$ cat config.mk
export PLATFORM = sky130hd
export DESIGN_NAME = papuf_crp_ctrl_flat
export DESIGN_NICKNAME = d
export VERILOG_FILES = /design/src/rtl/papuf_crp_ctrl_if.sv /design/src/rtl/papuf_crp_ctrl.sv /design/src/flat_wrapper.sv
export SDC_FILE = /design/constraint.sdc
export NUM_CORES = 1
export LEC_CHECK = 0
export CAP_MARGIN = 20
export CORE_ASPECT_RATIO = 0.7
export CORE_UTILIZATION = 40
export DETAILED_ROUTE_END_ITERATION = 12
export DONT_BUFFER_PORTS = 1
export PLACE_DENSITY = 0.56
export SLEW_MARGIN = 20
export SYNTH_ARGS = -nofsm -noshare
export SYNTH_HDL_FRONTEND = slang
export SYNTH_SLANG_ARGS = --single-unit
$ cat constraint.sdc
create_clock -name clk -period 1.9 [get_ports clk]
set_input_delay 0.38 -clock clk [delete_from_list [all_inputs] [get_ports clk]]
set_output_delay 0.38 -clock clk [all_outputs]
set_load 0.01 [all_outputs]
$ cat src/rtl/papuf_crp_ctrl_if.sv
// rtl/papuf_crp_ctrl_if.sv - request/response handshake bundle between auth/enrollment logic and papuf_crp_ctrl
interface papuf_crp_ctrl_if #(
    parameter int CW = 16,
    parameter int RW = 16
);
    logic          req_valid;
    logic          req_ready;
    logic [CW-1:0] req_challenge;
    logic          rsp_valid;
    logic          rsp_ready;
    logic [RW-1:0] rsp_response;
    logic [CW-1:0] rsp_challenge;
    logic [RW-1:0] rsp_unstable;

    modport master (
        output req_valid, req_challenge, rsp_ready,
        input  req_ready, rsp_valid, rsp_response, rsp_challenge, rsp_unstable
    );

    modport slave (
        input  req_valid, req_challenge, rsp_ready,
        output req_ready, rsp_valid, rsp_response, rsp_challenge, rsp_unstable
    );
endinterface

$ cat src/rtl/papuf_crp_ctrl.sv
// rtl/papuf_crp_ctrl.sv - PUF challenge issuer / response collector; PAPUF_MAJORITY_EN enables multi-round majority voting
module papuf_crp_ctrl #(
    parameter int CW      = 16,
    parameter int RW      = 16,
    parameter int SETTLE  = 4,
    parameter int PULSE_W = 2,
    parameter int CAPTURE = 4,
    parameter int VOTES   = 5
) (
    input  logic             clk,
    input  logic             rst_n,
    papuf_crp_ctrl_if.slave  bus,
    output logic [CW-1:0]    puf_challenge,
    output logic             puf_pulse,
    input  logic [RW-1:0]    puf_response
);

`ifdef PAPUF_MAJORITY_EN
    localparam int ROUNDS = VOTES;
`else
    localparam int ROUNDS = 1;
`endif
    localparam int TMAX = (SETTLE > PULSE_W) ? ((SETTLE > CAPTURE) ? SETTLE : CAPTURE)
                                             : ((PULSE_W > CAPTURE) ? PULSE_W : CAPTURE);
    localparam int TW = $clog2(TMAX + 1);
    localparam int NW = $clog2(ROUNDS + 1);

    typedef enum logic [2:0] {IDLE, SETUP, PULSE, CAPT, DONE} state_t;

    state_t        r_state;
    state_t        w_next;
    logic [TW-1:0] r_tmr;
    logic [NW-1:0] r_round;
    logic [RW-1:0] r_sync1;
    logic [RW-1:0] r_sync2;
    logic          r_pulse;
    logic [CW-1:0] r_puf_ch;
    logic [CW-1:0] r_rsp_ch;
    logic [RW-1:0] r_rsp_resp;
    logic          w_accept;
    logic          w_tmr_done;
    logic          w_sample;
    logic          w_last_round;

    always_comb begin
        w_next       = r_state;
        w_tmr_done   = 1'b0;
        w_accept     = 1'b0;
        w_last_round = (r_round == NW'(ROUNDS - 1));
        unique case (r_state)
            IDLE: begin
                if (bus.req_valid) begin
                    w_accept = 1'b1;
                    w_next   = SETUP;
                end
            end
            SETUP: begin
                if (r_tmr == TW'(SETTLE - 1)) begin
                    w_tmr_done = 1'b1;
                    w_next     = PULSE;
                end
            end
            PULSE: begin
                if (r_tmr == TW'(PULSE_W - 1)) begin
                    w_tmr_done = 1'b1;
                    w_next     = CAPT;
                end
            end
            CAPT: begin
                if (r_tmr == TW'(CAPTURE - 1)) begin
                    w_tmr_done = 1'b1;
                    w_next     = w_last_round ? DONE : SETUP;
                end
            end
            DONE: begin
                if (bus.rsp_ready) w_next = IDLE;
            end
            default: w_next = IDLE;
        endcase
        w_sample = (r_state == CAPT) && w_tmr_done;
    end

    // Timer restarts on every phase change; it only runs in the timed phases.
    always_ff @(posedge clk) begin
        if (!rst_n) begin
            r_state  <= IDLE;
            r_tmr    <= '0;
            r_round  <= '0;
            r_sync1  <= '0;
            r_sync2  <= '0;
            r_pulse  <= 1'b0;
            r_puf_ch <= '0;
            r_rsp_ch <= '0;
        end else begin
            r_state <= w_next;
            r_sync1 <= puf_response;
            r_sync2 <= r_sync1;
            r_pulse <= (w_next == PULSE);
            if (w_tmr_done || r_state == IDLE || r_state == DONE)
                r_tmr <= '0;
            else
                r_tmr <= r_tmr + 1'b1;
            if (w_accept) begin
                r_round  <= '0;
                r_puf_ch <= bus.req_challenge;
                r_rsp_ch <= bus.req_challenge;
            end else if (w_sample && !w_last_round) begin
                r_round <= r_round + 1'b1;
            end
        end
    end

`ifdef PAPUF_MAJORITY_EN
    localparam int VW = $clog2(VOTES + 1);

    logic [VW-1:0] r_votes [RW];
    logic [VW-1:0] w_votes [RW];
    logic [RW-1:0] w_major;
    logic [RW-1:0] w_unst;
    logic [RW-1:0] r_rsp_unst;

    always_comb begin
        for (int i = 0; i < RW; i++) begin
            w_votes[i] = r_votes[i] + VW'(r_sync2[i]);
            w_major[i] = (w_votes[i] > VW'(VOTES / 2));
            w_unst[i]  = (w_votes[i] != '0) && (w_votes[i] != VW'(VOTES));
        end
    end

    // Final verdict is taken from the counts including the last round's sample.
    always_ff @(posedge clk) begin
        if (!rst_n) begin
            for (int i = 0; i < RW; i++) r_votes[i] <= '0;
            r_rsp_resp <= '0;
            r_rsp_unst <= '0;
        end else if (w_accept) begin
            for (int i = 0; i < RW; i++) r_votes[i] <= '0;
        end else if (w_sample) begin
            for (int i = 0; i < RW; i++) r_votes[i] <= w_votes[i];
            if (w_last_round) begin
                r_rsp_resp <= w_major;
                r_rsp_unst <= w_unst;
            end
        end
    end

    assign bus.rsp_unstable = r_rsp_unst;
`else
    always_ff @(posedge clk) begin
        if (!rst_n)
            r_rsp_resp <= '0;
        else if (w_sample)
            r_rsp_resp <= r_sync2;
    end

    assign bus.rsp_unstable = '0;
`endif

    assign bus.req_ready     = (r_state == IDLE);
    assign bus.rsp_valid     = (r_state == DONE);
    assign bus.rsp_response  = r_rsp_resp;
    assign bus.rsp_challenge = r_rsp_ch;
    assign puf_challenge     = r_puf_ch;
    assign puf_pulse         = r_pulse;

endmodule

$ cat src/flat_wrapper.sv
// flat-port wrapper written by rule: the top's interface ports become plain ports
module papuf_crp_ctrl_flat 
#(
    parameter int CW      = 16,
    parameter int RW      = 16,
    parameter int SETTLE  = 4,
    parameter int PULSE_W = 2,
    parameter int CAPTURE = 4,
    parameter int VOTES   = 5
)
  (clk, rst_n, puf_challenge, puf_pulse, puf_response, bus_req_valid, bus_req_challenge, bus_rsp_ready, bus_req_ready, bus_rsp_valid, bus_rsp_response, bus_rsp_challenge, bus_rsp_unstable);
  papuf_crp_ctrl_if #(.CW(CW), .RW(RW)) bus_i ();
  input  logic clk;
  input  logic rst_n;
  output logic [CW-1:0] puf_challenge;
  output logic puf_pulse;
  input  logic [RW-1:0] puf_response;
  input wire logic [$bits(bus_i.req_valid)-1:0] bus_req_valid;
  input wire logic [$bits(bus_i.req_challenge)-1:0] bus_req_challenge;
  input wire logic [$bits(bus_i.rsp_ready)-1:0] bus_rsp_ready;
  output wire logic [$bits(bus_i.req_ready)-1:0] bus_req_ready;
  output wire logic [$bits(bus_i.rsp_valid)-1:0] bus_rsp_valid;
  output wire logic [$bits(bus_i.rsp_response)-1:0] bus_rsp_response;
  output wire logic [$bits(bus_i.rsp_challenge)-1:0] bus_rsp_challenge;
  output wire logic [$bits(bus_i.rsp_unstable)-1:0] bus_rsp_unstable;
  assign bus_i.req_valid = bus_req_valid;
  assign bus_i.req_challenge = bus_req_challenge;
  assign bus_i.rsp_ready = bus_rsp_ready;
  assign bus_req_ready = bus_i.req_ready;
  assign bus_rsp_valid = bus_i.rsp_valid;
  assign bus_rsp_response = bus_i.rsp_response;
  assign bus_rsp_challenge = bus_i.rsp_challenge;
  assign bus_rsp_unstable = bus_i.rsp_unstable;
  papuf_crp_ctrl #(.CW(CW), .RW(RW), .SETTLE(SETTLE), .PULSE_W(PULSE_W), .CAPTURE(CAPTURE), .VOTES(VOTES)) u_core (.clk(clk), .rst_n(rst_n), .bus(bus_i), .puf_challenge(puf_challenge), .puf_pulse(puf_pulse), .puf_response(puf_response));
endmodule
---- After elaboration in Yosys (flattened, before gate mapping) ----
Index checks and enable logic that the tools add are counted.
storage, ports and cells
  register bits after elaboration ......... 72
  bits in latches ......................... 0
  memory bits (writable) .................. 0
  ROM bits ................................ 0
  bits of input ports ..................... 36
  memories kept ........................... 0
cells by class
  $add $sub $neg .......................... 2
  multiply operators ...................... 0
  divide/modulo/power cells ............... 0
  $lt $le $gt $ge ......................... 0
  equal/unequal tests ..................... 7
  shift operators ......................... 0
  mux-type cells .......................... 12
  bitwise gates (word level) .............. 1
  reduce and logical (&&, ||, !) cells .... 8
operators by type and width
  operator             count
  $mux 3               6
  $pmux 3 s5           1
  $eq 3x2->1 const B   4
  $eq 3x1->1 const B   2
  $reduce_or 2->1      3
  $mux 1               4
  $add 3x1->3 const B  1
  $eq 3x3->1 const B   1
  $logic_not 3->1      1
  $logic_and 1x1->1    2
  $logic_or 1x1->1     2
  $pmux 1 s2           1
  $add 1x1->1 const B  1
  $not 1->1            1

---- Depth between registers and ports, before layout ----
  depth after elaboration ................. 6
  depth in mapped cells ................... 7
  depth with buffers taken out ............ 5

---- Worst setup path before layout ----
OpenSTA, ideal clock, no wires.
  path kind ............................... reg2reg
  start ................................... reg u_core.r_tmr[0]
  end ..................................... reg u_core.r_rsp_resp[1] (netlist: u_core.bus.rsp_response[1])
  arrival ................................. 1,344 ps
  path slack .............................. 434 ps
  stages on the path, launching flop included .. 8
  period minus slack after synthesis ...... 1,466 ps
  cell sequence ........................... dfxtp_1 > ha_1 > ha_1 > and4b_1 > buf_2 > buf_2 > nand2_1 > a21boi_0
on the way
  word-level cells in the longest chain between the ends .. 4
  elaborated cells on any way between the ends .. 6
RTL lines
  element                                   RTL line                                                          RTL
  from (decl)                               papuf_crp_ctrl.sv:32                                              logic [TW-1:0] r_tmr;
  from (signal assigned)                    papuf_crp_ctrl.sv:102                                             r_tmr <= r_tmr + 1'b1;
  $eq 3x2->1 or $eq 3x1->1 (tied branches)  papuf_crp_ctrl.sv:58, papuf_crp_ctrl.sv:70, papuf_crp_ctrl.sv:64
  $mux 1 (on tied branches)                 papuf_crp_ctrl.sv:58, papuf_crp_ctrl.sv:70, papuf_crp_ctrl.sv:64
  $pmux 1 s2 *                              papuf_crp_ctrl.sv:50                                              unique case (r_state)
  $logic_and 1x1->1 *                       papuf_crp_ctrl.sv:80                                              w_sample = (r_state == CAPT) && w_tmr_done;
  to (signal assigned)                      papuf_crp_ctrl.sv:153                                             r_rsp_resp <= r_sync2;
  to (decl)                                 papuf_crp_ctrl.sv:39                                              logic [RW-1:0] r_rsp_resp;
Every way passes the cells marked *; elsewhere a longest branch is shown, timed or not.
A chain may end at the register's enable or synchronous reset.

---- Worst setup path after layout ----
  start ................................... reg u_core.r_state[0]
  end ..................................... out bus_rsp_valid
on the way
  word-level cells in the longest chain between the ends .. 1
RTL lines
  element                 RTL line               RTL
  from (decl)             papuf_crp_ctrl.sv:30   state_t r_state;
  from (signal assigned)  papuf_crp_ctrl.sv:95   r_state <= w_next;
  $eq 3x3->1              papuf_crp_ctrl.sv:160  assign bus.rsp_valid = (r_state == DONE);
  to (decl)               flat_wrapper.sv:22     output wire logic [$bits(bus_i.rsp_valid)-1:0] bus_rsp_valid;
No other way between the ends.

==> flow_metrics.py <==
metrics = {
    "pwr": {
        "power_density_mw_per_mm2": 1070,
        "irDropWorstVdd_mv": 0.403,
        "p_leak_nw": 1.09,
    },
    "job": {
        "max_cap_violations": 0,
    },
    "drt": {
        "drt-initial-drc-count": 75,
        "drc": 0,
        "via_per_inst": 4.45,
        "antenna_left": 0,
        "drtPass1Iterations": 4,
        "routedWlPerCell_um": 12.0,
        "vias": 1612,
        "routed_wl_um": 4350,
    },
    "cells_and_area": {
        "fillers": 659,
        "antennaDiodeCount": 0,
        "syn_to_final_growth_pct": 2.79,
        "layout_common_cells": "72 x dfxtp_1, 67 x nand2_1, 32 x and2_1, 23 x a21boi_0, 16 x conb_1",
        "fin_util": 0.438,
        "regArea_mm2": 0.00144,
        "final_common_cell": "dfxtp_1",
        "num-nets-final": 306,
        "multiInputGateArea_mm2": 0.00100,
        "final_layout_size_suffix_gt1_frac": 0.0849,
    },
    "clocking": {
        "clk_latency_ps": 340,
        "root_buffer": "clkbuf_8",
        "cts_tree": "done",
        "max-clock-path-buffers": 2,
        "cts_inserted_buffers": 9,
        "htree_levels": 3,
        "cts_setup_buffers": 0,
        "hold_buffers": 0,
        "cts_resized": 0,
        "clock-sinks": 72,
        "clk_pin_slew_ps": 80,
    },
    "critical_path": {
        "r2r_cells": 5,
        "critPathMaxStageDelay_ps": 430,
        "r2r-start": "u_core.r_tmr[0]",
        "cp_cell_sequence": "or2_2 -> nor2_1",
        "critPathBufInv": 0,
        "crit_required_ps": 1520,
        "rr_endpoint": "u_core.puf_pulse",
        "path_delay_family": "simple AND/OR/NAND/NOR gates",
        "end_kind": "output port",
        "critical_path.startpoint": "u_core.r_state[0]",
        "crit_fanout": 11,
        "r2r_slack_ps": 280,
        "path_class": "reg2out",
        "critPathLaunchType": "flop",
        "arrival_ps": 1360,
        "slowest_stage": "dfxtp_1",
    },
    "sta": {
        "setup_slack_ps": 164,
        "period_share": 0.914,
        "final_max_slew_viol_count": 0,
        "period_minus_slack_ps": 1740,
        "setup_tns_ps": 0,
        "hold_viol": 0,
        "finalClockSkew_ps": 5.02,
        "fmax_mhz": 576,
        "setup_violations": 0,
        "rsz0062_at_grt": "false",
    },
    "global_routing": {
        "grtUsageTotal": 0.129,
        "grt_pass1_wl_um": 6930,
        "grt-ovfl-total": 0,
        "grt_max_degree": 70,
        "antenna_found_initial": 0,
        "grt_pass1_vias": 1463,
    },
    "synthesis": {
        "synth_top_cells_by_area": "dfxtp_1 53%, nand2_1 9.2%, buf_4 8.8%",
        "yosys_warnings": 0,
        "ys_ff_latch": 72,
        "avgSynthCellArea_um2": 9.61,
        "synth.distinct_cells": 31,
        "synth_ff_type": "dfxtp_1",
        "synth.largest_area_cell": "dfxtp_1",
        "syn-cell-area_mm2": 0.00274,
        "ys_seq_area_frac": 0.526,
        "ys_async_sr_fraction": 0,
        "synth_top_cell_area_share": 0.526,
        "syn_inst": 285,
        "synth_edf_count": 0,
    },
    "die": {
        "start_util": 0.426,
        "die_w_um": 101,
        "fp.dieArea_mm2": 0.00719,
        "rows": 24,
        "core-area_mm2": 0.00643,
        "die_height_um": 71.2,
        "pin_count": 103,
    },
    "placed_design": {
        "place_ws_ps": 329,
        "place_congestion": 0.711,
        "port-buffer-count": 0,
        "dp_hpwl_um": 2810,
    },
    "hold_path": {
        "worstHoldPathType": "in2reg",
        "hp-start": "puf_response[8]",
        "holdPathStages": 1,
        "hold_end": "u_core.r_sync1[8]",
    },
    "run_status": {
        "status": "finished, final reports clean",
    },
}
==> cell usage after synthesis (2+ instances only) <==
cell type,count
a21boi_0,23
a21boi_1,10
and2_1,32
buf_2,5
buf_4,32
buf_6,4
clkbuf_1,7
dfxtp_1,72
ha_1,4
inv_1,4
nand2_1,67
nand4b_1,2
nor2_1,5
==> worst max path at each step <==
| stage | end | slack [ps] | cells after the start |
|---|---|---|---|
| finish | bus_rsp_valid | 160 | 2 |
| CTS | bus_rsp_valid | 140 | 2 |
| global route | bus_rsp_valid | 70 | 2 |
| global placement | u_core.puf_pulse | 320 | 5 |
| floorplan | u_core.bus.rsp_response[1] | 430 | 7 |
| detailed placement | u_core.puf_pulse | 330 | 5 |
==> kinds of logic (layout without fill, tap and decap cells) <==
logic type / after synthesis / in the layout / synth area share
AND/OR/NAND/NOR: 117 / 117 / 0.217
flip-flops: 72 / 72 / 0.526
buffers and inverters: 52 / 23 / 0.128
AO/OA/AOI/OAI: 38 / 38 / 0.105
adder cells (fa/ha/maj): 4 / 4 / 0.0183
other: 1 / 16 / 0.00137
multiplexers: 1 / 1 / 0.00365
==> power by group <==
part | internal [mW] | switching, mW
registers | 1.56 | 0.0512
logic | 0.0503 | 0.0574
clock network | 0.737 | 0.565
==> through the flow <==
step           hold slack, ps  cell area (µm²)  power, mW  std cells
2_1_floorplan             412             2800       1.81        300
3_3_place_gp              414             2590       1.76        346
3_5_place_dp              417             2590       1.76        346
4_1_cts                   133             2820       3.08        362
5_1_grt                   136             2820       3.17        362
6_report                  155             2820       3.02        362
==> layout make-up <==
cell class | count | area share
Tap cell | 91 | 0.0404
Sequential cell | 72 | 0.512
Inverter | 4 | 0.00533
Multi-Input combinational cell | 176 | 0.356
Timing Repair Buffer | 3 | 0.00800
Clock buffer | 9 | 0.0440
Clock inverter | 7 | 0.0342
==> registers in the layout, indices dropped and copies added, names as in the netlist <==
| name | count |
|---|---|
| u_core.puf_pulse | 1 |
| u_core.r_sync1 | 16 |
| u_core.r_sync2 | 16 |
| u_core.r_state | 3 |
| u_core.r_round | 1 |
| u_core.bus.rsp_response | 16 |
| u_core.bus.rsp_challenge | 16 |
| u_core.r_tmr | 3 |
==> per-layer routing <==
metal | GRT usage | routed length [µm]
met1 | 0.145 | 1920
met4 | 0.0580 | 62
met5 | 0 | 0
met3 | 0.0927 | 584
met2 | 0.186 | 1780
No activity file was read; power rests on OpenSTA's default activity.
